### src/rtl/memory_arbiter.sv
`default_nettype none
// ============================================================================
// memory_arbiter
//   Shares one memory command port between fetch (I) and memory stage (D);
//   tracks the single outstanding read to steer its data-valid back.
//   Optional: `MEM_ARB_ROUND_ROBIN_EN` enables round-robin on collisions.
// Revision: 1.0 - initial release
// ============================================================================
module memory_arbiter (
  input  logic        clk,
  input  logic        rst_n,

  input  logic        i_cmd_start,
  input  logic        i_cmd_write,
  input  logic [31:0] i_addr,
  input  logic [31:0] i_wdata,
  input  logic [31:0] i_wmask,
  output logic        i_cmd_ready,
  output logic [31:0] i_rdata,
  output logic        i_rdata_valid,

  input  logic        d_cmd_start,
  input  logic        d_cmd_write,
  input  logic [31:0] d_addr,
  input  logic [31:0] d_wdata,
  input  logic [31:0] d_wmask,
  output logic        d_cmd_ready,
  output logic [31:0] d_rdata,
  output logic        d_rdata_valid,

  output logic        mem_cmd_start,
  output logic        mem_cmd_write,
  output logic [31:0] mem_addr,
  output logic [31:0] mem_wdata,
  output logic [31:0] mem_wmask,
  input  logic        mem_cmd_ready,
  input  logic [31:0] mem_rdata,
  input  logic        mem_rdata_valid,

  output logic        busy
);

  typedef enum logic [1:0] {
    ST_IDLE   = 2'd0,
    ST_WAIT_I = 2'd1,
    ST_WAIT_D = 2'd2
  } state_e;

  typedef enum logic [1:0] {
    GNT_NONE = 2'd0,
    GNT_I    = 2'd1,
    GNT_D    = 2'd2
  } grant_e;

  state_e state_q;
  grant_e w_grant;
  logic   w_accept;

`ifdef MEM_ARB_ROUND_ROBIN_EN
  // Last requester granted: 1 = D, 0 = I.
  logic   last_d_q;
`endif

  always_comb begin
    w_grant = GNT_NONE;
    if (state_q == ST_IDLE) begin
`ifdef MEM_ARB_ROUND_ROBIN_EN
      if (d_cmd_start && i_cmd_start) begin
        w_grant = last_d_q ? GNT_I : GNT_D;
      end else if (d_cmd_start) begin
        w_grant = GNT_D;
      end else if (i_cmd_start) begin
        w_grant = GNT_I;
      end
`else
      if (d_cmd_start) begin
        w_grant = GNT_D;
      end else if (i_cmd_start) begin
        w_grant = GNT_I;
      end
`endif
    end
  end

  always_comb begin
    mem_cmd_start = 1'b0;
    mem_cmd_write = 1'b0;
    mem_addr      = 32'hffff_ffff;
    mem_wdata     = 32'hffff_ffff;
    mem_wmask     = 32'hffff_ffff;
    case (w_grant)
      GNT_I: begin
        mem_cmd_start = i_cmd_start;
        mem_cmd_write = i_cmd_write;
        mem_addr      = i_addr;
        mem_wdata     = i_wdata;
        mem_wmask     = i_wmask;
      end
      GNT_D: begin
        mem_cmd_start = d_cmd_start;
        mem_cmd_write = d_cmd_write;
        mem_addr      = d_addr;
        mem_wdata     = d_wdata;
        mem_wmask     = d_wmask;
      end
      default: begin
        mem_cmd_start = 1'b0;
      end
    endcase
  end

  assign i_cmd_ready   = (w_grant == GNT_I) && mem_cmd_ready;
  assign d_cmd_ready   = (w_grant == GNT_D) && mem_cmd_ready;
  assign w_accept      = mem_cmd_start && mem_cmd_ready;

  // Data is broadcast; only the valids are steered to the read's owner.
  assign i_rdata       = mem_rdata;
  assign d_rdata       = mem_rdata;
  assign i_rdata_valid = (state_q == ST_WAIT_I) && mem_rdata_valid;
  assign d_rdata_valid = (state_q == ST_WAIT_D) && mem_rdata_valid;
  assign busy          = (state_q != ST_IDLE);

  always_ff @(posedge clk or negedge rst_n) begin
    if (!rst_n) begin
      state_q  <= ST_IDLE;
`ifdef MEM_ARB_ROUND_ROBIN_EN
      last_d_q <= 1'b0;
`endif
    end else begin
`ifdef MEM_ARB_ROUND_ROBIN_EN
      if (w_accept) begin
        last_d_q <= (w_grant == GNT_D);
      end
`endif
      case (state_q)
        ST_IDLE: begin
          if (w_accept && !mem_cmd_write) begin
            state_q <= (w_grant == GNT_D) ? ST_WAIT_D : ST_WAIT_I;
          end
        end
        ST_WAIT_I, ST_WAIT_D: begin
          if (mem_rdata_valid) begin
            state_q <= ST_IDLE;
          end
        end
        default: begin
          state_q <= ST_IDLE;
        end
      endcase
    end
  end

endmodule
`default_nettype wire

### config.mk
export PLATFORM = sky130hd
export DESIGN_NAME = memory_arbiter
export DESIGN_NICKNAME = d
export VERILOG_FILES = /design/src/rtl/memory_arbiter.sv
export SDC_FILE = /design/constraint.sdc
export NUM_CORES = 1
export LEC_CHECK = 0
export ABC_AREA = 1
export ABC_CLOCK_PERIOD_IN_PS = 1900
export CAP_MARGIN = 20
export CORE_AREA = 2 2 154 156
export DETAILED_ROUTE_END_ITERATION = 10
export DIE_AREA = 0 0 156 158
export PLACE_DENSITY_LB_ADDON = 0.12
export SLEW_MARGIN = 20
export SYNTH_ARGS = -nofsm -noshare
export SYNTH_HDL_FRONTEND = slang
export SYNTH_SLANG_ARGS = --single-unit
### constraint.sdc
create_clock -name clk -period 1.9 [get_ports clk]
set_clock_uncertainty 0.1 [all_clocks]
set_input_delay 0.19 -clock clk [delete_from_list [all_inputs] [get_ports clk]]
set_output_delay 0.19 -clock clk [all_outputs]
set_load 0.05 [all_outputs]
## Word level (Yosys, flattened, before mapping)

Cells that the tools add are included.

- Register bits: 2
- Output and inout bits: 167

- Eq/ne operators: 6
- Multiplexer cells: 12
- Reductions and logical operators: 11

Operators with widths:

| operator | number |
|---|---|
| one-hot mux 32 bit (2 select lines) | 3 |
| 2-to-1 mux 2 bit | 5 |
| logical AND 1 bit | 6 |
| == test 2 x 1 -> 1 bit, second input constant | 2 |
| == test 2 bit, second input constant | 2 |
| one-hot mux 1 bit (2 select lines) | 2 |
| one-hot mux 2 bit (2 select lines) | 1 |
| zero test 2 bit | 1 |
| inequality test 2 x 1 -> 1 bit, second input constant | 1 |
| inequality test 2 bit, second input constant | 1 |
| AND reduction 2 bit | 1 |
| nonzero test 2 bit | 1 |
| OR reduction 2 bit | 1 |
| zero test 1 bit | 1 |
| 2-to-1 mux 1 bit | 1 |

## Longest topological paths before layout

Gate-level depths: netlist (run 1).

- Depth in word-level cells: 9
- Gate-level depth with buffers: 14

## Least setup slack after synthesis (run 1)

No wires, ideal clock.

- Path kind: register to output
- Start point: reg state_q[0]
- End point: out mem_cmd_write
- Arrival time: 2480 ps
- Required time: 1610 ps
- Setup slack: -870 ps
- Cell stages (with the launch flop): 9
- Path buffers: 2
- Cells stage by stage: dfrtp_1 inv_1 ha_1 inv_1 nor3_1 ha_1 buf_6 clkbuf_1 a21oi_1

- Longest elaborated chain between the ends: 4

RTL lines:

| item | RTL line | source |
|---|---|---|
| start, declared | 55 | `state_e state_q;` |
| start signal, assigned | 138 | `state_q <= (w_grant == GNT_D) ? ST_WAIT_D : ST_WAIT_I;` |
| zero test 2 bit * | 66 | `if (state_q == ST_IDLE) begin` |
| 2-to-1 mux 2 bit * | 66 |  |
| == test 2 bit or == test 2 x 1 -> 1 bit (tied branches) | 91 | `case (w_grant)` |
| one-hot mux 1 bit (2 select lines) * | 91 |  |
| end, declared | 32 | `output logic mem_cmd_write,` |

Mark *: on every way between the ends. The rest lies on a longest branch, timed or not.

## Worst setup path after layout (run 1)

- Start point: reg state_q[0]
- End point: out mem_addr[16]

- Longest elaborated chain between the ends: 4

RTL lines:

| item | RTL line | source |
|---|---|---|
| zero test 2 bit * | 66 |  |
| 2-to-1 mux 2 bit * | 66 |  |
| == test 2 bit or == test 2 x 1 -> 1 bit (tied branches) | 91 |  |
| one-hot mux 32 bit (2 select lines) * | 91 |  |
| end, declared | 33 | `output logic [31:0] mem_addr,` |

Marks and branches as above.

==> qor.yml, run 1 <==
setup_path:
  worstPathRequired_ns: 1.61
  cp.depth: 9
  worstPathMaxFanout: 40
  reg2reg_depth: 15
  path_cells: "inv_2, ha_4, clkinvlp_4, nor3_4, buf_4, ha_4, buf_12, a221o_2, buf_12"
  critPathCaptureType: "output pin"
  cp_slowest_cell: "dfrtp_1"
  cpLargestDelayFamily: "buffers and inverters"
  cp_slowest_stage_delay_ns: 0.38
  path_buf_inv: 5
  crit_arrival_ns: 2.16
  critical_path_class: "reg2out"
  cp-start-kind: "register"
global_routing:
  grt_first_pass_wirelength_um: 19200
  grt_pass1_vias: 3193
  groute.usage.overall_pct: 9.95
  overflow: 0
  grt_max_degree: 53
  antenna_found_initial: 0
floorplan:
  die_w_um: 156
  boundaryPins: 399
  coreArea_um2: 23100
  initial_utilization_pct: 8.25
  die-area_um2: 24600
  row_count: 56
  die_h_um: 158
cts:
  htreeDepth: 1
  hold_buffers: 0
  clock_sinks: 2
  worstSkewPairLatency_ns: 0.22
  clockRootBuffer: "clkbuf_16"
  path_clk_slew_ns: 0.03
  cts-buffers-inserted: 3
  clockBufferDepth: 2
  cts_tree: "built"
outcome:
  violations: "negative setup slack"
  status: "finished, violations left"
pwr:
  ir_drop_v: 0.000610
  finalPower_mw: 11.3
  power_density_nw_per_um2: 1770
  leakagePower_nw: 2.59
worst_hold_path:
  holdCritPathClass: "in2async"
final_layout:
  nNetsFinal: 714
  top_register: "state_q"
  fin_area_um2: 6410
  largest_reg_flops: 2
  final_core_util_pct: 27.8
  layout.cells.non_filler: 765
  top_regs: "state_q (2)"
  drive_gt1_share_pct: 53.1
  syn_to_final_growth_pct: 237
  diodes: 0
  fill_cells: 2388
synth:
  yosysSeqAreaShare_pct: 2.63
  netlist_instances: 238
  yosys_most_used_dff: "dfrtp_1"
  synth_top_area_cell: "a221o_1"
  ys_warn_count: 0
  synth_compound_area_share_pct: 51.1
  yosys.area.top_type_share_pct: 50.5
  synthSimpleGateAreaFrac_pct: 4.87
  ys_types: 15
  synth_xor_area_share_pct: 0
  async_reset_ff_share_pct: 100
  netlist_area_um2: 1900
  synth_edf_count: 0
  synth.area.top_cells: "a221o_1 51%, buf_4 26%, buf_6 4.1%"
  ys_ff_latch: 2
  synth_fa_ha_area_share_pct: 3.29
  syn_area_per_cell_um2: 7.99
  synth_top_family_by_area: "compound AO/OA/AOI/OAI gates"
  synthMuxAreaShare_pct: 0
  yosysMostFrequentCell: "a221o_1"
  netlist_top_cells_count: "96 x a221o_1, 65 x buf_4, 17 x nand2_1, 13 x buf_2, 13 x inv_1"
  synth_fp_nets: 475
routing:
  ant_nets: 0
  drt_iter0_markers: 161
  wire_per_inst_um: 19.0
  post_drt_via_cell_ratio: 3.96
  via_count: 3026
  drcViolationCount: 0
  totalWireLength_um: 14500
  drtPass1Iterations: 4
place:
  postPlaceCellArea_um2: 6010
  place_congestion: 0.707
  dpl_worst_slack_ns: -0.415
  hpwlAfterDp_um: 10400
  dp_cells: 749
  io_buffer_count: 302
timing:
  min_period_ns: 2.45
  slew_violations: 0
  rsz0062_at_grt: "yes"
  finalSetupViolations: 102
  finalCritPeriodShare_pct: 129
  clock.fmax_ghz: 0.409
  finalHoldViolCount: 0
  layout_setup_ws_ns: -0.545
  slew_headroom_pct: 85.2
  max_slew.worst_pin.slew_ns: 0.221
job:
  maxCapViolCount: 0
-- per-stage QoR --
| step | TNS, ns | hold WS (ns) |
|---|---|---|
| 3_5_place_dp | -38.22 | 0.266 |
| 4_1_cts | -52.08 | 0.0370 |
| 6_report | -51.76 | 0.0354 |
| 2_1_floorplan | -50.38 | -0.206 |
| 5_1_grt | -60.63 | 0.0531 |
| 3_3_place_gp | -41.84 | 0.265 |
-- placed cells by master (no fill, tap or decap), types with 2 or more instances in the layout --
cell / n
clkbuf_16: 6
nand2_1: 11
clkinvlp_4: 2
clkdlybuf4s50_1: 199
ha_4: 3
buf_6: 2
buf_16: 8
inv_2: 6
nand2_2: 3
buf_4: 13
nand2_4: 3
a221o_2: 96
buf_12: 106
dfrtp_1: 2
ha_1: 2
inv_1: 5
nor2_1: 2
-- final cells by class --
class                           instances  area, um^2  area share, %
Sequential cell                         2        50.0          0.781
Clock buffer                            3        75.1           1.17
Tap cell                              290         363           5.66
Multi-Input combinational cell        126        1340           20.9
Timing Repair Buffer                  331        4530           70.6
Inverter                               13        56.3          0.878
-- path summary, 6_finish.rpt --
check	from	to	slack [ns]
max in group asynchronous	rst_n	state_q[0]	1.54
min in group clk	mem_rdata[3]	d_rdata[3]	0.28
max reg2reg	state_q[0]	state_q[1]	-0.20
max	state_q[0]	mem_addr[16]	-0.55
min reg2reg	state_q[0]	state_q[0]	0.52
min	rst_n	state_q[1]	0.04
-- per-layer routing --
metal	part of all wire [%]	vias up	GRT usage, %
li1	-	1383	-
met1	36	1409	10.6
met2	53	208	19.6
met3	10	26	2.76
met4	1.4	0	1.83
met5	0	-	0
-- report_power, final --
group / internal (mW) / switching, mW / total (mW)
sequential: 0.0554 / 0.00917 / 0.0646
clock: 0.268 / 0.0492 / 0.317
combinational: 5.31 / 5.64 / 11.0
total: 5.63 / 5.70 / 11.3
-- timing repair --
action | 4_1_cts | 5_1_grt
endpoints found under the setup margin | 102 | 102
resized for setup | 16 | 4
endpoints found under the hold margin | 0 | 0
buffers inserted | 4 | 1
gates cloned | 4 | 4
pin swaps | 1 | 6
-- kinds of logic after synthesis --
kind of cell / Yosys count
buf+inv: 110
compound gates: 98
simple gates: 23
fa+ha+maj: 5
flops: 2
(Power assumes the default switching activity.)
==> inputs of run 2 (changes only) <==
--- a/config.mk
+++ b/config.mk
@@ -6,11 +6,11 @@
 export NUM_CORES = 1
 export LEC_CHECK = 0
 export ABC_AREA = 1
-export ABC_CLOCK_PERIOD_IN_PS = 1900
+export ABC_CLOCK_PERIOD_IN_PS = 2400
 export CAP_MARGIN = 20
-export CORE_AREA = 2 2 154 156
+export CORE_AREA = 2 2 155 157
 export DETAILED_ROUTE_END_ITERATION = 10
-export DIE_AREA = 0 0 156 158
+export DIE_AREA = 0 0 157 159
 export PLACE_DENSITY_LB_ADDON = 0.12
 export SLEW_MARGIN = 20
 export SYNTH_ARGS = -nofsm -noshare
==> constraint.sdc (replaced) <==
create_clock -name clk -period 2.4 [get_ports clk]
set_clock_uncertainty 0.1 [all_clocks]
set_input_delay 0.24 -clock clk [delete_from_list [all_inputs] [get_ports clk]]
set_output_delay 0.24 -clock clk [all_outputs]
set_load 0.05 [all_outputs]
==> qor.yml, run 2 (same netlist as run 1, synthesis figures left out) <==
final_layout:
  nNetsFinal: 716  # was 714
  fill_cells: 2410  # was 2388
  final_core_util_pct: 27.8  # about the same
  largest_reg_flops: 2  # unchanged
  drive_gt1_share_pct: 51.6  # was 53.1%
  top_regs: "state_q (2)"  # unchanged
  multi_input_area_um2: 1320  # was 1340 um^2
  final_common_cell: "clkdlybuf4s50_1"  # unchanged
  diodes: 0  # unchanged
  seq_area_um2: 50.0  # unchanged
  top_register: "state_q"  # unchanged
  most-common-layout-cells: "200 x clkdlybuf4s50_1, 107 x buf_12, 96 x a221o_2"  # was 199 x clkdlybuf4s50_1, 106 x buf_12, 96 x a221o_2
  syn_to_final_growth_pct: 239  # was 237%
setup_path:
  critical_path_class: "reg2out"  # unchanged
  cp-start-kind: "register"  # unchanged
  reg2reg_depth: 15  # unchanged
  crit_arrival_ns: 2.12  # was 2.16 ns
  worstReg2RegEnd: "state_q[0]"  # was state_q[1]
  critPathCaptureType: "output pin"  # unchanged
  worstPathMaxFanout: 8  # was 40
  regToRegStartpoint: "state_q[0]"  # unchanged
  r2r_slack_ns: 0.14  # was -0.20 ns
  worstPathRequired_ns: 2.06  # was 1.61 ns
global_routing:
  grt_first_pass_wirelength_um: 21300  # was 19200 um
  groute.usage.overall_pct: 11.2  # was 9.95%
  grt.met3_usage_pct: 2.89  # was 2.76%
  overflow: 0  # unchanged
  met2_usage_pct: 21.9  # was 19.6%
  met1_usage_pct: 11.5  # was 10.6%
  grt_max_degree: 44  # was 53
  busiest_layer: "met2"  # unchanged
  antenna_found_initial: 1  # was 0
  grt_pass1_vias: 3293  # was 3193
timing:
  slew_headroom_pct: 66.9  # was 85.2%
  hold_ws_ns: 0.0910  # was 0.0354 ns
  min_period_ns: 2.46
  finalCritPeriodShare_pct: 103
  final.setup.tns_ns: -4.04  # was -51.76 ns
  rsz0062_at_grt: "yes"  # unchanged
  finalSetupViolations: 96  # was 102
  layout_setup_ws_ns: -0.0637  # was -0.545 ns
  finalHoldViolCount: 0  # unchanged
  slew_violations: 0  # unchanged
  max_slew.worst_pin.slew_ns: 0.495  # was 0.221 ns
  clock.fmax_ghz: 0.406
pwr:
  power_density_nw_per_um2: 1410  # was 1770 nW/um^2
  clkPwrFrac_pct: 2.7  # was 2.8%
  ir_drop_v: 0.000591  # was 0.000610 V
  leakagePower_nw: 2.61  # was 2.59 nW
  swShare_pct: 50.1  # was 50.3%
  finalPower_mw: 9.12  # was 11.3 mW
  p_sw_mw: 4.57  # was 5.70 mW
  combPwrFrac_pct: 96.7  # was 96.6%
  p_int_mw: 4.55  # was 5.63 mW
  p_seq_share_pct: 0.6  # about the same
floorplan:
  coreArea_um2: 23200  # was 23100 um^2
  die_w_um: 157  # was 156 um
  boundaryPins: 399  # unchanged
  die-area_um2: 25000  # was 24600 um^2
  die_h_um: 159  # was 158 um
  row_count: 56  # unchanged
  initial_utilization_pct: 8.20  # was 8.25%
outcome:
  violations: "negative setup slack"  # unchanged
  status: "finished, violations left"  # unchanged
place:
  hpwlAfterDp_um: 11400  # was 10400 um
  place_congestion: 0.710  # was 0.707
  dpl_worst_slack_ns: -0.0515  # was -0.415 ns
  io_buffer_count: 302  # unchanged
job:
  maxCapViolCount: 0  # unchanged
cts:
  clock_sinks: 2  # unchanged
  worstSkewPairLatency_ns: 0.22  # about the same
  path_clk_slew_ns: 0.03  # about the same
  cts_tree: "built"  # unchanged
  clockBufferDepth: 2  # unchanged
  cts-buffers-inserted: 3  # unchanged
  clockRootBuffer: "clkbuf_16"  # unchanged
  htreeDepth: 1  # unchanged
worst_hold_path:
  holdCritPathClass: "in2async"  # unchanged
routing:
  drtPass1Iterations: 4  # unchanged
  wire_per_inst_um: 19.9  # was 19.0 um
  post_drt_via_cell_ratio: 3.79  # was 3.96
  totalWireLength_um: 15800  # was 14500 um
  via_count: 3020  # was 3026
  drt_iter0_markers: 106  # was 161
  ant_nets: 0  # unchanged
  drcViolationCount: 0  # unchanged
## run 2: cell types whose count changed in the layout (fill, tap and decap cells not counted), moves of 2 or more
cell / change
inv_1: +2
buf_6: -2
clkinvlp_4: -2
nand2_2: -2
nand2_1: +3
## run 2: area by class of cell
cell class              count  area share (%)
inverters                  13           0.756
repair buffers            333            70.6
well taps                 319            6.18
flip-flops and latches      2           0.775
multi-input cells         126            20.5
clock buffers               3            1.16
## run 2: how the worst max path moves through the flow
stage / endpoint / from / slack [ns] / depth (start not counted)
6_report: mem_addr[27] / state_q[0] / -0.06 / 10
3_5_place_dp: mem_wdata[22] / i_cmd_start / -0.05 / 8
3_3_place_gp: mem_wdata[22] / i_cmd_start / -0.06 / 8
4_1_cts: mem_wdata[15] / state_q[0] / -0.13 / 9
2_1_floorplan: mem_addr[0] / state_q[0] / -0.16 / 9
5_1_grt: mem_addr[27] / state_q[0] / -0.15 / 10
## run 2: timing repair
item	CTS	global route
resized for setup	17	12
gates cloned	5	5
buffers inserted	4	6
hold buffers	0	0
setup endpoints to repair	98	98
endpoints found under the hold margin	0	0
pin swaps	4	8
## run 2: worst max-delay path: stages (launching register included)
cell,delay (ns)
dfrtp_1,0.39
inv_2,0.08
ha_4,0.14
inv_2,0.05
nor3_4,0.13
inv_2,0.06
ha_4,0.18
buf_12,0.15
buf_16,0.14
a221o_2,0.41
buf_12,0.16
## run 2: per-stage QoR
step,cells,instance area [um^2]
6_report,796,6450
5_1_grt,796,6450
4_1_cts,785,6230
3_5_place_dp,773,5950
3_3_place_gp,773,5950
2_1_floorplan,238,2030
## run 2: layer usage
layer  routed length, um  vias up
met4                 330        2
met5                   7        -
met3                1200       36
met1                5580     1437
li1                    -     1388
met2                8690      157
## run 2: power by group through the flow
stage          Sequential, mW  Clock (mW)  Combinational [mW]
3_3_place_gp           0.0516           0                8.28
5_1_grt                0.0539       0.255                9.13
6_report               0.0516       0.247                8.82
3_5_place_dp           0.0527           0                8.29
2_1_floorplan          0.0500           0                4.41
4_1_cts                0.0518       0.252                8.67
